--- config.mk ---
export PLATFORM = sky130hd
export DESIGN_NAME = ram_bist_ctrl_flat
export DESIGN_NICKNAME = d
export VERILOG_FILES = /design/src/rtl/ram_bist_ctrl_pkg.sv /design/src/rtl/ram_bist_ctrl_if.sv /design/src/rtl/ram_bist_ctrl_cmp.sv /design/src/rtl/ram_bist_ctrl.sv /design/src/flat_wrapper.sv
export SDC_FILE = /design/constraint.sdc
export NUM_CORES = 1
export LEC_CHECK = 0
export ABC_AREA = 0
export CAP_MARGIN = 20
export CORE_ASPECT_RATIO = 1.1
export CORE_MARGIN = 1
export CORE_UTILIZATION = 43
export CTS_CLUSTER_DIAMETER = 40
export CTS_CLUSTER_SIZE = 12
export DETAILED_ROUTE_END_ITERATION = 8
export HOLD_SLACK_MARGIN = 0.08
export PLACE_DENSITY = 0.78
export SLEW_MARGIN = 20
export SYNTH_ARGS = -nofsm -noshare
export SYNTH_HDL_FRONTEND = slang
export SYNTH_SLANG_ARGS = --single-unit
--- constraint.sdc ---
create_clock -name clk -period 3.3 [get_ports clk]
set_input_delay 0.66 -clock clk [delete_from_list [all_inputs] [get_ports clk]]
set_output_delay 0.66 -clock clk [all_outputs]
set_load 0.01 [all_outputs]
--- src/rtl/ram_bist_ctrl_pkg.sv ---
// Shared types for the March C- BIST controller: FSM states, March elements
// and the per-element direction / read-expected / write-value table.
package ram_bist_ctrl_pkg;

    typedef enum logic [2:0] {
        ST_IDLE,
        ST_WR,
        ST_RD,
        ST_CHK,
        ST_DONE
    } state_e;

    typedef enum logic [2:0] {
        M0,
        M1,
        M2,
        M3,
        M4,
        M5
    } elem_e;

    // rd_one / wr_one select the inverted background for that element
    typedef struct packed {
        logic up;
        logic rd_one;
        logic wr_one;
    } elem_cfg_t;

    function automatic elem_cfg_t elem_cfg(elem_e e);
        elem_cfg_t c;
        case (e)
            M0:      c = '{up: 1'b1, rd_one: 1'b0, wr_one: 1'b0};
            M1:      c = '{up: 1'b1, rd_one: 1'b0, wr_one: 1'b1};
            M2:      c = '{up: 1'b1, rd_one: 1'b1, wr_one: 1'b0};
            M3:      c = '{up: 1'b0, rd_one: 1'b0, wr_one: 1'b1};
            M4:      c = '{up: 1'b0, rd_one: 1'b1, wr_one: 1'b0};
            default: c = '{up: 1'b0, rd_one: 1'b0, wr_one: 1'b0};
        endcase
        return c;
    endfunction

endpackage

--- src/rtl/ram_bist_ctrl_if.sv ---
// Simple dual-port RAM access bundle: one write port and one read port
// whose data returns one cycle after the read enable.
interface ram_bist_ctrl_if #(
    parameter int DATA_WIDTH = 8,
    parameter int ADDR_WIDTH = 4
);
    logic                  wr_enb;
    logic [ADDR_WIDTH-1:0] wr_addr;
    logic [DATA_WIDTH-1:0] wr_data;
    logic                  rd_enb;
    logic [ADDR_WIDTH-1:0] rd_addr;
    logic [DATA_WIDTH-1:0] rd_data;

    modport master (
        output wr_enb, wr_addr, wr_data, rd_enb, rd_addr,
        input  rd_data
    );

    modport slave (
        input  wr_enb, wr_addr, wr_data, rd_enb, rd_addr,
        output rd_data
    );
endinterface

--- src/rtl/ram_bist_ctrl_cmp.sv ---
// Registered read-data comparator: counts miscompares, captures the first
// failing address/word and latches the pass flag when the run finishes.
module ram_bist_ctrl_cmp #(
    parameter int DATA_WIDTH = 8,
    parameter int ADDR_WIDTH = 4,
    parameter int ERR_W      = ADDR_WIDTH + 3
) (
    input  logic                  clk,
    input  logic                  rst_n,
    input  logic                  clr_i,
    input  logic                  chk_i,
    input  logic                  fin_i,
    input  logic [ADDR_WIDTH-1:0] addr_i,
    input  logic [DATA_WIDTH-1:0] exp_i,
    input  logic [DATA_WIDTH-1:0] rd_data_i,
    output logic [ERR_W-1:0]      err_count_o,
    output logic [ADDR_WIDTH-1:0] fail_addr_o,
    output logic [DATA_WIDTH-1:0] fail_data_o,
    output logic                  pass_o
);
    localparam logic [ERR_W-1:0] ERR_ONE = ERR_W'(1);

    logic [ERR_W-1:0]      err_q, err_d;
    logic [ADDR_WIDTH-1:0] fa_q, fa_d;
    logic [DATA_WIDTH-1:0] fd_q, fd_d;
    logic                  pass_q, pass_d;
    logic                  miss;

    assign miss = chk_i && (rd_data_i != exp_i);

    always_comb begin
        err_d  = err_q;
        fa_d   = fa_q;
        fd_d   = fd_q;
        pass_d = pass_q;
        if (clr_i) begin
            err_d  = '0;
            fa_d   = '0;
            fd_d   = '0;
            pass_d = 1'b0;
        end else if (miss) begin
            err_d = err_q + ERR_ONE;
            if (err_q == '0) begin
                fa_d = addr_i;
                fd_d = rd_data_i;
            end
        end
        // the final compare lands on the same edge, so judge the updated count
        if (fin_i) begin
            pass_d = (err_d == '0);
        end
    end

    always_ff @(posedge clk or negedge rst_n) begin
        if (!rst_n) begin
            err_q  <= '0;
            fa_q   <= '0;
            fd_q   <= '0;
            pass_q <= 1'b0;
        end else begin
            err_q  <= err_d;
            fa_q   <= fa_d;
            fd_q   <= fd_d;
            pass_q <= pass_d;
        end
    end

    assign err_count_o = err_q;
    assign fail_addr_o = fa_q;
    assign fail_data_o = fd_q;
    assign pass_o      = pass_q;
endmodule

--- src/rtl/ram_bist_ctrl.sv ---
// March C- BIST controller: sweeps the RAM with M0..M5, one access per cycle,
// and hands each returned read word to the comparator one cycle later.
module ram_bist_ctrl
    import ram_bist_ctrl_pkg::*;
#(
    parameter int                    DATA_WIDTH = 8,
    parameter int                    ADDR_WIDTH = 4,
    parameter logic [DATA_WIDTH-1:0] BG         = '0,
    parameter int                    ERR_W      = ADDR_WIDTH + 3
) (
    input  logic                  clk,
    input  logic                  rst_n,
    input  logic                  start_i,
    output logic                  busy_o,
    output logic                  done_o,
    output logic                  pass_o,
    output logic [ADDR_WIDTH-1:0] fail_addr_o,
    output logic [DATA_WIDTH-1:0] fail_data_o,
    output logic [ERR_W-1:0]      err_count_o,
    ram_bist_ctrl_if.master       ram
);
    localparam logic [ADDR_WIDTH-1:0] ADDR_MAX = '1;
    localparam logic [ADDR_WIDTH-1:0] ADDR_ONE = ADDR_WIDTH'(1);

    state_e                state_q, state_d;
    elem_e                 elem_q, elem_d, elem_nxt;
    logic [ADDR_WIDTH-1:0] addr_q, addr_d, addr_step;
    logic                  at_end;

    logic                  busy_q, busy_d, done_q, done_d;
    logic                  wr_enb_q, wr_enb_d, rd_enb_q, rd_enb_d;
    logic [ADDR_WIDTH-1:0] wr_addr_q, wr_addr_d, rd_addr_q, rd_addr_d;
    logic [DATA_WIDTH-1:0] wr_data_q, wr_data_d;

    logic                  chk_q;
    logic [DATA_WIDTH-1:0] exp_q;
    logic [ADDR_WIDTH-1:0] chk_addr_q;

    assign at_end    = elem_cfg(elem_q).up ? (addr_q == ADDR_MAX) : (addr_q == '0);
    assign addr_step = elem_cfg(elem_q).up ? (addr_q + ADDR_ONE) : (addr_q - ADDR_ONE);
    assign elem_nxt  = (elem_q == M5) ? M5 : elem_e'(elem_q + 3'd1);

    always_ff @(posedge clk or negedge rst_n) begin
        if (!rst_n) begin
            state_q    <= ST_IDLE;
            elem_q     <= M0;
            addr_q     <= '0;
            busy_q     <= 1'b0;
            done_q     <= 1'b0;
            wr_enb_q   <= 1'b0;
            wr_addr_q  <= '0;
            wr_data_q  <= '0;
            rd_enb_q   <= 1'b0;
            rd_addr_q  <= '0;
            chk_q      <= 1'b0;
            exp_q      <= '0;
            chk_addr_q <= '0;
        end else begin
            state_q    <= state_d;
            elem_q     <= elem_d;
            addr_q     <= addr_d;
            busy_q     <= busy_d;
            done_q     <= done_d;
            wr_enb_q   <= wr_enb_d;
            wr_addr_q  <= wr_addr_d;
            wr_data_q  <= wr_data_d;
            rd_enb_q   <= rd_enb_d;
            rd_addr_q  <= rd_addr_d;
            // read data returns next cycle, so the expectation travels with it
            chk_q      <= (state_q == ST_RD);
            exp_q      <= elem_cfg(elem_q).rd_one ? ~BG : BG;
            chk_addr_q <= addr_q;
        end
    end

    always_comb begin
        state_d = state_q;
        elem_d  = elem_q;
        addr_d  = addr_q;
        case (state_q)
            ST_IDLE: begin
                if (start_i) begin
                    state_d = ST_WR;
                    elem_d  = M0;
                    addr_d  = '0;
                end
            end
            ST_WR: begin
                if (at_end) begin
                    state_d = ST_RD;
                    elem_d  = elem_nxt;
                    addr_d  = elem_cfg(elem_nxt).up ? '0 : ADDR_MAX;
                end else begin
                    state_d = (elem_q == M0) ? ST_WR : ST_RD;
                    addr_d  = addr_step;
                end
            end
            ST_RD: begin
                if (elem_q != M5) begin
                    state_d = ST_WR;
                end else if (at_end) begin
                    state_d = ST_CHK;
                end else begin
                    addr_d = addr_step;
                end
            end
            ST_CHK:  state_d = ST_DONE;
            ST_DONE: state_d = ST_IDLE;
            default: state_d = ST_IDLE;
        endcase
    end

    // outputs are decoded from the next state so they register alongside it
    always_comb begin
        busy_d    = (state_d == ST_WR) || (state_d == ST_RD) || (state_d == ST_CHK);
        done_d    = (state_d == ST_DONE);
        wr_enb_d  = 1'b0;
        wr_addr_d = '0;
        wr_data_d = '0;
        rd_enb_d  = 1'b0;
        rd_addr_d = '0;
        if (state_d == ST_WR) begin
            wr_enb_d  = 1'b1;
            wr_addr_d = addr_d;
            wr_data_d = elem_cfg(elem_d).wr_one ? ~BG : BG;
        end
        if (state_d == ST_RD) begin
            rd_enb_d  = 1'b1;
            rd_addr_d = addr_d;
        end
    end

    ram_bist_ctrl_cmp #(
        .DATA_WIDTH (DATA_WIDTH),
        .ADDR_WIDTH (ADDR_WIDTH),
        .ERR_W      (ERR_W)
    ) u_cmp (
        .clk         (clk),
        .rst_n       (rst_n),
        .clr_i       ((state_q == ST_IDLE) && start_i),
        .chk_i       (chk_q),
        .fin_i       (state_q == ST_CHK),
        .addr_i      (chk_addr_q),
        .exp_i       (exp_q),
        .rd_data_i   (ram.rd_data),
        .err_count_o (err_count_o),
        .fail_addr_o (fail_addr_o),
        .fail_data_o (fail_data_o),
        .pass_o      (pass_o)
    );

    assign busy_o      = busy_q;
    assign done_o      = done_q;
    assign ram.wr_enb  = wr_enb_q;
    assign ram.wr_addr = wr_addr_q;
    assign ram.wr_data = wr_data_q;
    assign ram.rd_enb  = rd_enb_q;
    assign ram.rd_addr = rd_addr_q;
endmodule

--- src/flat_wrapper.sv ---
// flat-port wrapper written by rule: the top's interface ports become plain ports
module ram_bist_ctrl_flat import ram_bist_ctrl_pkg::*;
#(
    parameter int                    DATA_WIDTH = 8,
    parameter int                    ADDR_WIDTH = 4,
    parameter logic [DATA_WIDTH-1:0] BG         = '0,
    parameter int                    ERR_W      = ADDR_WIDTH + 3
)
  (clk, rst_n, start_i, busy_o, done_o, pass_o, fail_addr_o, fail_data_o, err_count_o, ram_wr_enb, ram_wr_addr, ram_wr_data, ram_rd_enb, ram_rd_addr, ram_rd_data);
  ram_bist_ctrl_if #(.DATA_WIDTH(DATA_WIDTH), .ADDR_WIDTH(ADDR_WIDTH)) ram_i ();
  input  logic clk;
  input  logic rst_n;
  input  logic start_i;
  output logic busy_o;
  output logic done_o;
  output logic pass_o;
  output logic [ADDR_WIDTH-1:0] fail_addr_o;
  output logic [DATA_WIDTH-1:0] fail_data_o;
  output logic [ERR_W-1:0] err_count_o;
  output wire logic [$bits(ram_i.wr_enb)-1:0] ram_wr_enb;
  output wire logic [$bits(ram_i.wr_addr)-1:0] ram_wr_addr;
  output wire logic [$bits(ram_i.wr_data)-1:0] ram_wr_data;
  output wire logic [$bits(ram_i.rd_enb)-1:0] ram_rd_enb;
  output wire logic [$bits(ram_i.rd_addr)-1:0] ram_rd_addr;
  input wire logic [$bits(ram_i.rd_data)-1:0] ram_rd_data;
  assign ram_wr_enb = ram_i.wr_enb;
  assign ram_wr_addr = ram_i.wr_addr;
  assign ram_wr_data = ram_i.wr_data;
  assign ram_rd_enb = ram_i.rd_enb;
  assign ram_rd_addr = ram_i.rd_addr;
  assign ram_i.rd_data = ram_rd_data;
  ram_bist_ctrl #(.DATA_WIDTH(DATA_WIDTH), .ADDR_WIDTH(ADDR_WIDTH), .BG(BG), .ERR_W(ERR_W)) u_core (.clk(clk), .rst_n(rst_n), .start_i(start_i), .busy_o(busy_o), .done_o(done_o), .pass_o(pass_o), .fail_addr_o(fail_addr_o), .fail_data_o(fail_data_o), .err_count_o(err_count_o), .ram(ram_i));
endmodule
==> results of run 1 <==
-- final timing paths --
check                                            from                              end  slack, ns  cells past startpoint
hold / removal                                  rst_n  u_core.ram.rd_addr[1]$_DFF_PN0_       0.37                      1
setup / recovery                       ram_rd_data[3]  u_core.u_cmp.pass_o$_DFFE_PN0P_       0.51                      7
max in group asynchronous                       rst_n      u_core.state_q[1]$_DFF_PN0_       2.52                      1
hold reg to reg            u_core.addr_q[2]$_DFF_PN0_   u_core.chk_addr_q[2]$_DFF_PN0_       0.48                      0
setup reg to reg           u_core.elem_q[0]$_DFF_PN0_  u_core.ram.wr_addr[3]$_DFF_PN0_       0.96                      8
min in group clk           u_core.addr_q[2]$_DFF_PN0_   u_core.chk_addr_q[2]$_DFF_PN0_       0.48                      0
-- Yosys cell counts (all sizes together), types with 2 or more instances --
cell type / number
a21o: 4
a21oi: 12
and2: 4
buf: 10
clkbuf: 6
dfrtp: 49
ha: 5
inv: 15
mux2: 2
mux2i: 16
nand2: 13
nand2b: 5
nand3: 5
nand3b: 2
nand4: 3
nor2: 33
nor2b: 4
nor3: 5
nor4: 4
nor4b: 3
o21ai: 11
o22ai: 2
or2: 2
or4: 2
xnor2: 7
xor2: 2
-- cell families after synthesis --
| logic type | count (synthesis) | synth area share, % |
|---|---|---|
| AND/OR/NAND/NOR | 90 | 19.25 |
| flip-flops | 49 | 48.49 |
| AO/OA/AOI/OAI | 42 | 11.73 |
| buffers and inverters | 31 | 6.630 |
| multiplexers | 18 | 7.521 |
| XOR/XNOR | 9 | 3.117 |
| adder cells (fa/ha/maj) | 6 | 3.266 |
-- power by group through the flow --
stage	logic [mW]	clock network [mW]	registers, mW
2_1_floorplan	0.392	0	0.807
3_3_place_gp	0.599	0	0.818
3_5_place_dp	0.618	0	0.822
4_1_cts	0.624	0.511	0.812
5_1_grt	0.696	0.534	0.829
6_report	0.619	0.496	0.812
-- metal layers --
layer / wire length, microns / GRT usage, %
met4: 85 / 4.906
met3: 174 / 3.641
met2: 2769 / 35.41
met5: 0 / 0
met1: 2295 / 22.65
-- final cells by class --
cell class	count	area, sq um
fill	512	2371
sequential	49	1226
timing repair buffer	52	513.0
clock buffer	5	68.82
tap	75	93.84
clock inverter	3	65.06
multi-input combinational	165	1141
inverter	15	56.30
-- layout by cell type, fill, tap and decap left out, types with 2 or more instances in the layout --
cell,instances
o22ai_1,2
clkdlybuf4s50_1,49
and2_1,3
xnor2_1,7
a21o_1,4
nand3_1,5
ha_1,5
nor2_1,32
inv_1,15
xor2_1,2
nand4_1,3
a21oi_1,12
buf_4,3
dfrtp_1,49
bufinv_16,2
nor4b_1,2
or4_4,2
o21ai_0,8
o21ai_1,3
clkbuf_8,5
nand2b_1,5
nand3b_1,2
mux2i_1,15
nor4_1,3
nor3_1,5
nor2b_1,4
or2_2,2
nand2_1,13
-- stage by stage --
step                      hold WS, ns  cells
after floorplan                0.3644    245
after global placement         0.4589    356
after detailed placement       0.4586    356
after CTS                      0.4835    364
after global routing           0.4098    364
final                          0.3656    364
-- registers in the layout, summed over array words and instances, names as in the netlist, named ones only --
| signal | cells |
|---|---|
| u_core.u_cmp.fail_data_o | 8 |
| u_core.u_cmp.err_count_o | 7 |
| u_core.chk_addr_q | 4 |
| u_core.ram.rd_addr | 4 |
| u_core.ram.wr_addr | 4 |
| u_core.u_cmp.fail_addr_o | 4 |
| u_core.addr_q | 3 |
| u_core.elem_q | 3 |
| u_core.state_q | 3 |
| u_core.busy_o | 1 |
| u_core.chk_q | 1 |
| u_core.done_o | 1 |
| u_core.exp_q | 1 |
| u_core.ram.rd_enb | 1 |
| u_core.ram.wr_data | 1 |
| u_core.ram.wr_enb | 1 |
| u_core.u_cmp.pass_o | 1 |
==> metrics.md, run 1 <==
| Metric | Value |
|---|---|
| Mapped cell area | 2529 sq um |
| Clk pwr share | 25.7% |
| Chip width | 75.12 microns |
| Area growth, synth to finish | 25.14% |
| Gate power share | 32.1% |
| Slew Limit Fails | 0 |
| Die span in y | 82.43 microns |
| I/O pin cnt | 51 |
| Clock-pin slew on the worst setup and hold paths | 0.09 ns |
| Final ANT Viol Nets | 0 |
| Post-CTS setup buffer count | 0 |
| Sequential fraction of design power | 42.2% |
| Area share of the largest cell type after synthesis | 48.49% |
| Flops & latches, synth | 49 |
| Starting Density | 45.68% |
| I/O Buffers | 50 |
| Critical-path maximum fanout | 3 |
| Hold-fix buffers, CTS | 0 |
| Pint | 1.302 mW |
| Worst path cell trace | clkdlybuf4s50_1 -> or4_4 -> o41a_1 -> nand2_1 -> mux2_1 -> o221a_2 -> a221oi_1 |
| Slew headroom | 48.61% |
| Final instance area | 3164 sq um |
| Register area share after synthesis | 48.49% |
| P per Cell Area | 609.1 nW/um^2 |
| Top cells by area, synth | dfrtp_1 (48%), mux2i_1 (5.9%), nor2_1 (4.8%) |
| Clock Path Buffers | 2 |
| Layout cell share with drive strength beyond 1 | 8.651% |
| Final min period | 2.793 ns |
| Vias in the first global route | 1,947 |
| TritonCTS clock tree | yes |
| CTS Root Cell | clkbuf_8 |
| HPWL after DPL | 3.912 mm |
| Clk_lat worst skew | 0.30 ns |
| Peak Freq | 358.1 MHz |
| Async set-reset flop share out of synthesis | 100.0% |
| Placement Setup Slack | 0.1744 ns |
| Worst-Margin Slew | 0.7703 ns |
| Status | completed |
| Synth Area per Inst | 10.32 sq um |
| Post-synth cell types | 54 |
| Vias | 1,921 |
| Post-CTS Resized | 0 |
| Total power | 1.927 mW |
| Initial antenna violation count | 0 |
| CP Capture Type | flip-flop |
| Final setup viols | 0 |
| Net Sw Frac | 32.46% |
| Core Area | 5535 sq um |
| First-pass GRT wire length | 9.045 mm |
| Grt ovf | 0 |
| Tcrit/Tclk final | 84.63% |
| Post-Place Cell Area | 3028 sq um |
| Via-to-Cell Ratio | 5.277 |
| TritonRoute pass-1 iters | 4 |
| Cts bufs inserted | 5 |
| NetSw | 0.6255 mW |
| N_diodes | 0 |
| Avg WL per Cell | 14.63 microns |
| Maxcap violations | 0 |
| Max incr delay on CP | 0.57 ns |
| Syn Nets | 262 |
| DRC | 0 |
| Final core occ | 57.17% |
| P_leak | 1.406 nW |
| Worst Path Required | 3.51 ns |
| CTS H-tree lvls | 2 |
| Unrepaired setup endpoints after global routing | false |
| Final WS setup | 0.5073 ns |
| Predominant post-synthesis flop cell | dfrtp_1 |
| Final nets | 305 |
| CTS Sinks | 49 |
| Post-synth EDFFs | 0 |
| Hold crit path type | input port to async pin |
| Final hold violations | 0 |
| CP bufs+invs | 1 |
| Crit path arrival time | 3.00 ns |
| Initial DRC Count | 52 |
| Largest net degree at the start of global routing | 50 |
| # rows | 28 |
| Max VDD drop | 0.4813 mV |
| Final setup TNS | 0 ns |
| Slowest CP cell | or4_4 |
| GRT Total Usage | 19.19% |
| Setup CP Type | input port to flip-flop |
| CP Launch Type | input port |
| Cell count after synthesis | 245 |
| Clk_skew | 0.009910 ns |
| YS warnings | 0 |
| Cell family with most CP delay | compound AO/OA/AOI/OAI gates |
| Synth area leader | dfrtp_1 |
| RePlAce Congestion | 0.8166 |
| Total Wirelength | 5.324 mm |
| Die area | 6192 sq um |
(Power assumes the default switching activity.)
==> run 2, diff against run 1 <==
==> constraint.sdc (replaced) <==
create_clock -name clk -period 2.6 [get_ports clk]
set_input_delay 0.52 -clock clk [delete_from_list [all_inputs] [get_ports clk]]
set_output_delay 0.52 -clock clk [all_outputs]
set_load 0.01 [all_outputs]
==> run 2 against run 1 <==
  * Power grew 28%
  * Sequential power grew 27%
  * Flip-flop and latch count is the same
  * Utilization grew 2.6 points
  * Highest routed layer unchanged
  * First-iteration DRC count grew to 3.0 times the previous value
==> metrics.md, run 2 (synthesis results as in run 1) <==
| Metric | Value |
|---|---|
| Hold crit path type | input port to async pin |
| HPWL after DPL | 3.818 mm (-2.4%) |
| Clk_lat worst skew | 0.30 ns (about the same) |
| Final setup viols | 0 (unchanged) |
| TritonRoute pass-1 iters | 4 (unchanged) |
| # rows | 28 (unchanged) |
| Final instance area | 3308 sq um (+4.5%) |
| Commonest cells after routing, fill and taps aside | dfrtp_1 (49), clkdlybuf4s50_1 (49), nor2_1 (32) |
| CTS Sinks | 49 (unchanged) |
| Die span in y | 82.43 microns (unchanged) |
| TritonCTS clock tree | yes |
| Total power | 2.468 mW (+28%) |
| Final setup TNS | 0 ns (unchanged) |
| Final hold violations | 0 (unchanged) |
| Initial antenna violation count | 0 (unchanged) |
| GRT Total Usage | 18.37% (-0.82 points) |
| DRC | 0 (unchanged) |
| Total Wirelength | 5.169 mm (-2.9%) |
| Area growth, synth to finish | 30.83% |
| Vias in the first global route | 1,921 (-1.3%) |
| CTS H-tree lvls | 2 (unchanged) |
| Worst Path Required | 2.81 ns (-0.70 ns) |
| Layout cell share with drive strength beyond 1 | 13.82% (+5.2 points) |
| Critical-path maximum fanout | 2 (-1) |
| Clock-pin slew on the worst setup and hold paths | 0.09 ns (about the same) |
| Cts bufs inserted | 5 (unchanged) |
| Worst-Margin Slew | 0.5899 ns (-0.1805 ns) |
| I/O Buffers | 50 (unchanged) |
| Final nets | 320 (+4.9%) |
| Final ANT Viol Nets | 0 (unchanged) |
| Avg WL per Cell | 13.64 microns (-6.8%) |
| Starting Density | 45.68% (unchanged) |
| Grt ovf | 0 (unchanged) |
| Chip width | 75.12 microns (unchanged) |
| Largest net degree at the start of global routing | 50 (unchanged) |
| P per Cell Area | 745.9 nW/um^2 (+22%) |
| Die area | 6192 sq um (unchanged) |
| Clock Path Buffers | 2 (unchanged) |
| Final min period | 2.533 ns |
| Max VDD drop | 0.5985 mV (+24%) |
| Slew headroom | 60.67% (+12 points) |
| Initial DRC Count | 155 (+200%) |
| Crit path arrival time | 2.74 ns (-0.26 ns) |
| Placement Setup Slack | -0.2646 ns (-0.4390 ns) |
| Tcrit/Tclk final | 97.41% |
| Post-CTS setup buffer count | 0 (unchanged) |
| Hold-fix buffers, CTS | 0 (unchanged) |
| Slew Limit Fails | 0 (unchanged) |
| RePlAce Congestion | 0.8358 (+2.4%) |
| Via-to-Cell Ratio | 5.208 (-1.3%) |
| P_leak | 1.481 nW (+5.3%) |
| First-pass GRT wire length | 8.618 mm (-4.7%) |
| CTS Root Cell | clkbuf_8 |
| Post-CTS Resized | 0 (unchanged) |
| Unrepaired setup endpoints after global routing | false |
| Largest register FFs | 8 (unchanged) |
| Vias | 1,974 (+2.8%) |
| Status | completed |
| Final WS setup | 0.06733 ns (-0.4400 ns) |
| I/O pin cnt | 51 (unchanged) |
| CP Capture Type | flip-flop |
| Post-Place Cell Area | 3166 sq um (+4.5%) |
| Peak Freq | 394.8 MHz |
| WHS | 0.3058 ns (-0.05987 ns) |
| Core Area | 5535 sq um (unchanged) |
| Maxcap violations | 0 (unchanged) |
| Setup CP Type | input port to flip-flop |
| N_diodes | 0 (unchanged) |
| Clk_skew | 0.005611 ns (-0.004299 ns) |
| CP Launch Type | input port |
-- run 2: changes by cell type in the layout (fill, tap and decap cells not counted), sizes merged --
cell / change
buf: +15
-- run 2: path summary, 6_finish.rpt --
check,startpoint,end,slack (ns),cells after the start
setup / recovery,ram_rd_data[3],u_core.u_cmp.pass_o$_DFFE_PN0P_,0.07,7
hold / removal,rst_n,u_core.ram.rd_addr[1]$_DFF_PN0_,0.31,2
setup reg to reg,u_core.elem_q[0]$_DFF_PN0_,u_core.ram.rd_addr[3]$_DFF_PN0_,0.33,8
hold reg to reg,u_core.addr_q[2]$_DFF_PN0_,u_core.chk_addr_q[2]$_DFF_PN0_,0.48,0
max in group asynchronous,rst_n,u_core.u_cmp.fail_data_o[3]$_DFFE_PN0P_,1.89,2
min in group clk,u_core.addr_q[2]$_DFF_PN0_,u_core.chk_addr_q[2]$_DFF_PN0_,0.48,0
-- run 2: metal layers --
metal | vias to the layer above | global-route usage [%] | share of wire [%]
li1 | 959 | - | -
met1 | 948 | 22.53 | 43
met2 | 58 | 32.16 | 51
met3 | 9 | 3.519 | 4.3
met4 | 0 | 6.226 | 1.6
met5 | - | 0 | 0
-- run 2: through the flow --
stage                     std cells  utilization (%)
after global routing            379            59.76
after detailed placement        371            57.19
after global placement          371            57.19
final                           379            59.76
after floorplan                 245                -
after CTS                       379            59.61
-- run 2: where the power goes --
| part | leakage (nW) | switching, mW | internal [mW] |
|---|---|---|---|
| clock network | 0.0681 | 0.247 | 0.382 |
| logic | 0.755 | 0.410 | 0.404 |
| registers | 0.658 | 0.127 | 0.898 |
-- run 2: cell type report --
type                       instances  area (sq um)
clock inverter                     3         65.06
tap                               75         93.84
sequential                        49          1226
timing repair buffer              67         648.1
clock buffer                       5         68.82
fill                             489          2227
inverter                          15         56.30
multi-input combinational        165          1150
-- run 2: critical path, cell delays in order --
cell             delay [ns]
clkdlybuf4s50_1        0.42
or4_4                  0.55
o41a_1                 0.41
nand2_2                0.11
mux2_1                 0.32
o221a_2                0.25
a221oi_2               0.17
